==> config.mk <==
export PLATFORM = sky130hd
export DESIGN_NAME = fb_rect_writer
export DESIGN_NICKNAME = d
export VERILOG_FILES = /design/src/rtl/fb_rect_writer.sv
export SDC_FILE = /design/constraint.sdc
export NUM_CORES = 1
export LEC_CHECK = 0
export ABC_AREA = 1
export CORE_ASPECT_RATIO = 1.75
export CORE_UTILIZATION = 45
export DETAILED_ROUTE_END_ITERATION = 12
export PLACE_DENSITY = 0.66
export REMOVE_ABC_BUFFERS = 1
export SETUP_SLACK_MARGIN = 0.05
export SYNTH_ARGS = -nofsm -noshare
export SYNTH_HDL_FRONTEND = slang
export SYNTH_SLANG_ARGS = --single-unit
==> constraint.sdc <==
create_clock -name dclk -period 3.65 [get_ports dclk]
set_clock_uncertainty 0.1 [all_clocks]
set_input_delay 0.73 -clock dclk [delete_from_list [all_inputs] [get_ports dclk]]
set_output_delay 0.73 -clock dclk [all_outputs]
set_load 0.01 [all_outputs]
==> src/rtl/fb_rect_writer.sv <==
// Rectangle-fill write engine for the cell framebuffer: clips each command to the
// framebuffer, optionally waits for a vblank rising edge, then writes one cell per clock.
module fb_rect_writer #(
    parameter int PX_WIDTH  = 160,
    parameter int PX_HEIGHT = 120,
    parameter int ADDR_W    = 16
) (
    input  logic              dclk,
    input  logic              clr,
    input  logic              cmd_valid,
    output logic              cmd_ready,
    input  logic [7:0]        cmd_x,
    input  logic [7:0]        cmd_y,
    input  logic [7:0]        cmd_w,
    input  logic [7:0]        cmd_h,
    input  logic [2:0]        cmd_code,
    input  logic              cmd_sync,
    input  logic              vblank,
    output logic [ADDR_W-1:0] wmemaddr,
    output logic [2:0]        wmemdata,
    output logic              wmemwe,
    output logic              busy,
    output logic              done
);

    typedef enum logic [1:0] {
        IDLE    = 2'd0,
        WAIT_VB = 2'd1,
        FILL    = 2'd2,
        DONE    = 2'd3
    } state_t;

    localparam logic [8:0]        X_LIM  = 9'(PX_WIDTH);
    localparam logic [8:0]        Y_LIM  = 9'(PX_HEIGHT);
    localparam logic [ADDR_W-1:0] STRIDE = ADDR_W'(PX_WIDTH);

    // Control state (reset)
    state_t            state_q, state_d;
    logic              vb_q, vb_d;
    logic              wmemwe_q, wmemwe_d;
    logic              done_q, done_d;
    logic              fill_end_q, fill_end_d;
    logic [ADDR_W-1:0] wmemaddr_q, wmemaddr_d;
    logic [2:0]        wmemdata_q, wmemdata_d;

    // Latched command and scan position (no reset needed)
    logic [8:0]        x0_q, x0_d;
    logic [8:0]        xe_q, xe_d;
    logic [8:0]        ye_q, ye_d;
    logic [8:0]        col_q, col_d;
    logic [8:0]        row_q, row_d;
    logic [ADDR_W-1:0] rowbase_q, rowbase_d;
    logic [2:0]        code_q, code_d;

    logic [8:0] x_sum, y_sum, x_clip, y_clip, col_nx, row_nx;
    logic       cmd_empty;

    always_comb begin
        x_sum     = {1'b0, cmd_x} + {1'b0, cmd_w};
        y_sum     = {1'b0, cmd_y} + {1'b0, cmd_h};
        x_clip    = (x_sum > X_LIM) ? X_LIM : x_sum;
        y_clip    = (y_sum > Y_LIM) ? Y_LIM : y_sum;
        cmd_empty = (cmd_w == 8'd0) || (cmd_h == 8'd0) ||
                    ({1'b0, cmd_x} >= X_LIM) || ({1'b0, cmd_y} >= Y_LIM);
        col_nx    = col_q + 9'd1;
        row_nx    = row_q + 9'd1;

        state_d    = state_q;
        vb_d       = vblank;
        wmemwe_d   = 1'b0;
        done_d     = 1'b0;
        fill_end_d = fill_end_q;
        wmemaddr_d = wmemaddr_q;
        wmemdata_d = wmemdata_q;
        x0_d       = x0_q;
        xe_d       = xe_q;
        ye_d       = ye_q;
        col_d      = col_q;
        row_d      = row_q;
        rowbase_d  = rowbase_q;
        code_d     = code_q;

        case (state_q)
            IDLE: begin
                if (cmd_valid) begin
                    x0_d       = {1'b0, cmd_x};
                    col_d      = {1'b0, cmd_x};
                    row_d      = {1'b0, cmd_y};
                    xe_d       = x_clip;
                    ye_d       = y_clip;
                    code_d     = cmd_code;
                    rowbase_d  = ADDR_W'(cmd_y) * STRIDE;
                    fill_end_d = 1'b0;
                    if (cmd_empty) begin
                        state_d = DONE;
                        done_d  = 1'b1;
                    end else if (cmd_sync) begin
                        state_d = WAIT_VB;
                    end else begin
                        state_d = FILL;
                    end
                end
            end
            WAIT_VB: begin
                if (vblank && !vb_q) state_d = FILL;
            end
            FILL: begin
                // The last write is still on the bus in the fill_end cycle; done follows it.
                if (fill_end_q) begin
                    state_d = DONE;
                    done_d  = 1'b1;
                end else begin
                    wmemwe_d   = 1'b1;
                    wmemdata_d = code_q;
                    wmemaddr_d = rowbase_q + ADDR_W'(col_q);
                    if (col_nx == xe_q) begin
                        col_d      = x0_q;
                        row_d      = row_nx;
                        rowbase_d  = rowbase_q + STRIDE;
                        fill_end_d = (row_nx == ye_q);
                    end else begin
                        col_d = col_nx;
                    end
                end
            end
            DONE: begin
                state_d = IDLE;
            end
            default: begin
                state_d = IDLE;
            end
        endcase
    end

    always_ff @(posedge dclk) begin
        if (!clr) begin
            state_q    <= IDLE;
            vb_q       <= 1'b0;
            wmemwe_q   <= 1'b0;
            done_q     <= 1'b0;
            fill_end_q <= 1'b0;
            wmemaddr_q <= '0;
            wmemdata_q <= '0;
        end else begin
            state_q    <= state_d;
            vb_q       <= vb_d;
            wmemwe_q   <= wmemwe_d;
            done_q     <= done_d;
            fill_end_q <= fill_end_d;
            wmemaddr_q <= wmemaddr_d;
            wmemdata_q <= wmemdata_d;
        end
    end

    always_ff @(posedge dclk) begin
        x0_q      <= x0_d;
        xe_q      <= xe_d;
        ye_q      <= ye_d;
        col_q     <= col_d;
        row_q     <= row_d;
        rowbase_q <= rowbase_d;
        code_q    <= code_d;
    end

    assign cmd_ready = (state_q == IDLE);
    assign busy      = (state_q != IDLE);
    assign wmemwe    = wmemwe_q;
    assign wmemaddr  = wmemaddr_q;
    assign wmemdata  = wmemdata_q;
    assign done      = done_q;

endmodule

# Yosys cells after proc, flatten, opt, wreduce, memory -nomap -nowiden
# Cells that the tools add are included.
[op_classes] n_div=0 muxes=27 shifts=0 addsub=6 n_eq_ne=10 reduce_logical=17 n_bitwise=1 magnitude_cmp=4 multipliers=1
[op_table] operator="2-to-1 mux 9 bit" n=6
[op_table] operator="2-to-1 mux 16 bit" n=3
[op_table] operator="one-hot mux 9 bit (2 select lines)" n=2
[op_table] operator="one-hot mux 16 bit (2 select lines)" n=1
[op_table] operator="adder 8 x 8 -> 9 bit" n=2
[op_table] operator="adder 9 x 1 -> 9 bit (second input constant)" n=2
[op_table] operator="== test 9 bit" n=2
[op_table] operator="adder 16 x 8 -> 16 bit (second input constant)" n=1
[op_table] operator="adder 16 x 9 -> 16 bit" n=1
[op_table] operator="logical NOT 8 bit" n=2
[op_table] operator="multiplier 8 x 3 -> 11 bit (second input constant)" n=1
[op_table] operator="2-to-1 mux 2 bit" n=5
[op_table] operator="!= test 2 bit (second input constant)" n=5
[op_table] operator="greater-than comparator 9 x 7 -> 1 bit (second input constant)" n=1
[op_table] operator="greater-than comparator 9 x 8 -> 1 bit (second input constant)" n=1
[op_table] operator="greater-or-equal comparator 8 x 7 -> 1 bit (second input constant)" n=1
[op_table] operator="greater-or-equal comparator 8 bit (second input constant)" n=1
[op_table] operator="one-hot mux 2 bit (4 select lines)" n=1
[op_table] operator="AND reduction 2 bit" n=4
[op_table] operator="2-to-1 mux 1 bit" n=7
[op_table] operator="AND reduction 3 bit" n=2
[op_table] operator="== test 2 bit (second input constant)" n=2
[op_table] operator="one-hot mux 1 bit (2 select lines)" n=2
[op_table] operator="AND reduction 4 bit" n=1
[op_table] operator="other kinds (7)" n=10
[word_totals] wordCells=80 n_memories=0 reg_bits=88 ram_bits=0 latch_bits=0 romBits=0 out_inout_bits=23

# Depth between registers and ports, before layout
[depth] depth_word=7 ltp_mapped=13 ltp_nobuf=13

# Least setup slack after synthesis
# OpenSTA, ideal clock, no wires.
[synth_timing] kind="reg-to-reg" from="register col_q[0]" to="register row_q[0] (enable)" synth_period_minus_slack_ns=3.013 path_buffers=0 stages_incl_launch_ff=11 required_time_ns=3.153 t_arrival_ns=2.516 setup_slack_ns=0.637 path_cell_list="edfxtp_1 -> ha_1 -> xnor2_1 -> nand2_1 -> nor2_1 -> nand3_2 -> nor2_8 -> nand3_4 -> nand2_1 -> nand2_1 -> nor2_1"
[synth_between] elab_chain_cells=4
[synth_lines] item="from (decl)" line="50" source="logic [8:0] col_q, col_d;"
[synth_lines] item="from (signal assigned)" line="159" source="col_q <= col_d;"
[synth_lines] item="adder 9 x 1 -> 9 bit" line="65" source="col_nx = col_q + 9'd1;"
[synth_lines] item="== test 9 bit" line="116" source="if (col_nx == xe_q) begin"
[synth_lines] item="!= test 2 bit (no source line)"
[synth_lines] item="AND reduction 4 bit (no source line)"
[synth_lines] item="to (signal assigned)" line="160" source="row_q <= row_d;"
[synth_lines] item="to (decl)" line="51" source="logic [8:0] row_q, row_d;"
# No other way between the ends.
# A chain may end at the register's enable or synchronous reset.

# Worst setup path in the final report
[layout_timing] from="input port cmd_y[3]" to="register rowbase_q[14] (data pin)"
[layout_between] elab_chain_cells=3
[layout_lines] item="from (decl)" line="13" source="input logic [7:0] cmd_y,"
[layout_lines] item="multiplier 8 x 3 -> 11 bit" line="92" source="rowbase_d = ADDR_W'(cmd_y) * STRIDE;"
[layout_lines] item="2-to-1 mux 16 bit" line="85" source="if (cmd_valid) begin"
[layout_lines] item="one-hot mux 16 bit (2 select lines)" line="83" source="case (state_q)"
[layout_lines] item="via rowbase_d[14]" line="52" source="logic [ADDR_W-1:0] rowbase_q, rowbase_d;"
[layout_lines] item="to (signal assigned)" line="161" source="rowbase_q <= rowbase_d;"
[layout_lines] item="to (decl)" line="52"
# The timed path passes the listed nets, and every way through them passes these cells. The select of a mux whose other input is x is not followed.

==> metrics.md <==
| Metric | Value |
|---|---|
| Die Ht | `149 um` |
| Crit Path Category | `input port to flop` |
| Crit end category | `flop` |
| IO Pins | `63` |
| Relative max-transition margin | `60.4%` |
| Setup Slack @ Placement | `0.367 ns` |
| Seq/Total Area, Yosys | `40.6%` |
| Via Count | `4734` |
| First-pass GRT wire length | `20900 um` |
| FFs w/ async S/R, synth | `0%` |
| Vias in the first global route | `4622` |
| CTS Buffer Depth | `2` |
| Setup bufs post-CTS | `0` |
| Result of the run | `finished, final reports clean` |
| Kind of start point of the critical path | `input port` |
| Maximum VDD drop | `0.000297 V` |
| # fillers | `1136` |
| Final hold violations | `0` |
| Peak fanout along the critical path | `5` |
| Nets@finish | `849` |
| Final HPWL DP | `10000 um` |
| Setup TNS | `0 ns` |
| Fin worst setup slack | `0.723 ns` |
| Synth Cell Area | `0.00553 sq mm` |
| Clock sink count | `83` |
| Pin count of the biggest net entering global routing | `35` |
| Post-DP Area | `0.00636 sq mm` |
| Core Util, Final | `55.4%` |
| Cells after Synth | `697` |
| RSZ-0062 raised after global routing | `false` |
| Hold_buf cts | `0` |
| Post-synth EDFFs | `58` |
| Worst-Margin Slew | `0.593 ns` |
| H-tree levels | `3` |
| Die width | `85.8 um` |
| DRT Pass-1 Iters | `5` |
| Critical Path AT | `2.91 ns` |
| Die area | `0.0127 sq mm` |
| Final Wtd Congestion | `0.899` |
| CTS Buf Count | `9` |
| Worst skew pair latency | `0.34 ns` |
| Maximum capacitance violations | `0` |
| LEAKAGE | `3.07 nW` |
| Sequential Area | `0.00224 sq mm` |
| FP Rows | `53` |
| Initial drt markers | `262` |
| Initial antenna violation count | `0` |
| Starting Density | `46.0%` |
| Port Buffers | `62` |
| Slew Limit Fails | `0` |
| Final antenna-violating net count | `0` |
| Tcrit/Tclk final | `80.2%` |
| Proportion of layout cells with a drive suffix above 1 | `6.48%` |
| Total track usage | `21.1%` |
| Multi-input gate area | `0.00285 sq mm` |
| Drt wl/cell | `13.4 um` |
| Clk slew on worst S/H paths | `0.06 ns` |
| F_max | `342 MHz` |
| Hold Path Class | `flop to flop` |
| Area Overhead vs Synth | `20.3%` |
| Library cells used by synthesis | `42` |
| Detailed Route WL | `12600 um` |
| Data required, critical path | `3.63 ns` |
| Pwr Density | `705 mW/mm^2` |
| CORE AREA | `0.0120 sq mm` |
| Root Buffer | `clkbuf_16` |
| YS warnings | `0` |
| Overflow after GRT | `0` |
| Design Area, Final | `0.00665 sq mm` |
| Post-CTS sizing | `0` |
| Residual DRC | `0` |
| Ys flop type | `edfxtp_1` |
| Ant. Diodes | `0` |
| Final Setup Violations | `0` |
| #FFs+latches synth | `83` |
| CTS tree | `done` |
| Syn_area_per_cell | `7.93 sq um` |
| Vias/cell | `5.05` |
| Final min period | `2.93 ns` |
==> critical path, cell delays in order <==
cell and delay (ns):
clkdlybuf4s50_1 0.59, ha_1 0.28, ha_1 0.23, fa_1 0.41
a31oi_1 0.21, or2_2 0.15, nand2_1 0.04, a21oi_1 0.16
o211ai_1 0.10
==> where the power goes <==
| part | total, W | switching [W] | internal, W |
|---|---|---|---|
| clock network | 0.000864 | 0.000363 | 0.000501 |
| logic | 0.00213 | 0.00131 | 0.000818 |
| registers | 0.00169 | 0.000249 | 0.00144 |
==> cell usage after synthesis, types with 2 or more instances <==
| master | number | area (sq um) |
|---|---|---|
| o221ai_1 | 2 | 17.5 |
| inv_1 | 98 | 368 |
| nor2_4 | 2 | 22.5 |
| ha_1 | 38 | 475 |
| o211ai_1 | 5 | 37.5 |
| nor2_2 | 3 | 18.8 |
| o21ai_1 | 2 | 10.0 |
| nand4_1 | 20 | 125 |
| nor2_8 | 3 | 60.1 |
| dfxtp_1 | 25 | 500 |
| xor2_1 | 12 | 105 |
| nor3_1 | 5 | 25.0 |
| xnor2_1 | 12 | 105 |
| nand3_1 | 48 | 240 |
| nand2_2 | 5 | 31.3 |
| o21bai_1 | 2 | 15.0 |
| o21ai_0 | 37 | 185 |
| inv_2 | 3 | 11.3 |
| edfxtp_1 | 58 | 1740 |
| a21oi_1 | 29 | 145 |
| nand3_2 | 4 | 40.0 |
| fa_1 | 4 | 80.1 |
| or2_2 | 4 | 25.0 |
| clkbuf_1 | 11 | 41.3 |
| nor2_1 | 71 | 267 |
| nand2_1 | 166 | 623 |
| a31oi_1 | 7 | 43.8 |
| nand3b_1 | 7 | 52.6 |
==> flip-flops by register name, summed over array words and instances, names as in the netlist <==
register    flops
code_q          3
vb_q            1
col_q           9
fill_end_q      1
wmemaddr       16
rowbase_q      11
row_q           9
done            1
ye_q            9
wmemwe          1
x0_q            8
xe_q            9
state_q         2
wmemdata        3
==> worst paths after layout <==
check,from,endpoint,slack [ns],depth (start not counted)
worst min register to register,code_q[0]$_DFFE_PP_,wmemdata[0]$_SDFFE_PN0P_,0.38,2
worst max register to register,col_q[0]$_DFFE_PP_,row_q[6]$_DFFE_PP_,0.90,13
worst min-delay path,code_q[0]$_DFFE_PP_,wmemdata[0]$_SDFFE_PN0P_,0.38,2
worst max-delay path,cmd_y[3],rowbase_q[14]$_DFFE_PP_,0.72,9
==> metrics by stage <==
stage	hold slack, ns	cells	power (W)
global placement	0.352	921	0.00379
CTS	0.382	937	0.00472
floorplan	0.347	686	0.00310
global route	0.389	937	0.00505
detailed placement	0.366	921	0.00384
finish	0.377	937	0.00468
==> cells by family (layout without fill, tap and decap cells) <==
logic type,count (synthesis),after routing,share of synthesized area [%]
AO/OA/AOI/OAI,89,89,9.01
XOR/XNOR,24,24,3.80
adder cells (fa/ha/maj),42,42,10.1
buffers and inverters,115,188,7.97
flip-flops,83,83,40.6
other,1,3,0.0679
AND/OR/NAND/NOR,343,343,28.5
==> area by class of cell <==
| class | instances | area share, % |
|---|---|---|
| clock buffer | 12 | 3.88 |
| clock inverter | 4 | 0.395 |
| inverter | 102 | 5.76 |
| multi-input combinational | 501 | 42.9 |
| sequential | 83 | 33.7 |
| tap | 165 | 3.11 |
| timing repair buffer | 70 | 10.2 |
==> per-layer routing <==
layer	up-vias	wire length, um	GRT usage [%]
met3	26	271	2.22
met5	-	0	0
met2	85	6890	40.0
li1	2449	-	-
met4	0	442	10.8
met1	2174	4990	22.6
==> placed cells by master (no fill, tap or decap), drive strengths merged, types with 2 or more instances in the layout <==
cell type / synthesis / layout
a21oi: 29 / 29
a31oi: 7 / 7
buf: 2 / 8
clkbuf: 11 / 12
clkdlybuf4s50: 0 / 62
clkinv: 1 / 4
conb: 1 / 3
dfxtp: 25 / 25
edfxtp: 58 / 58
fa: 4 / 4
ha: 38 / 38
inv: 101 / 101
nand2: 171 / 171
nand3: 53 / 53
nand3b: 7 / 7
nand4: 20 / 20
nor2: 79 / 79
nor3: 5 / 5
o211ai: 5 / 5
o21ai: 40 / 40
o21bai: 2 / 2
o221ai: 2 / 2
or2: 5 / 5
xnor2: 12 / 12
xor2: 12 / 12
Power figures use the tool's default switching activity.
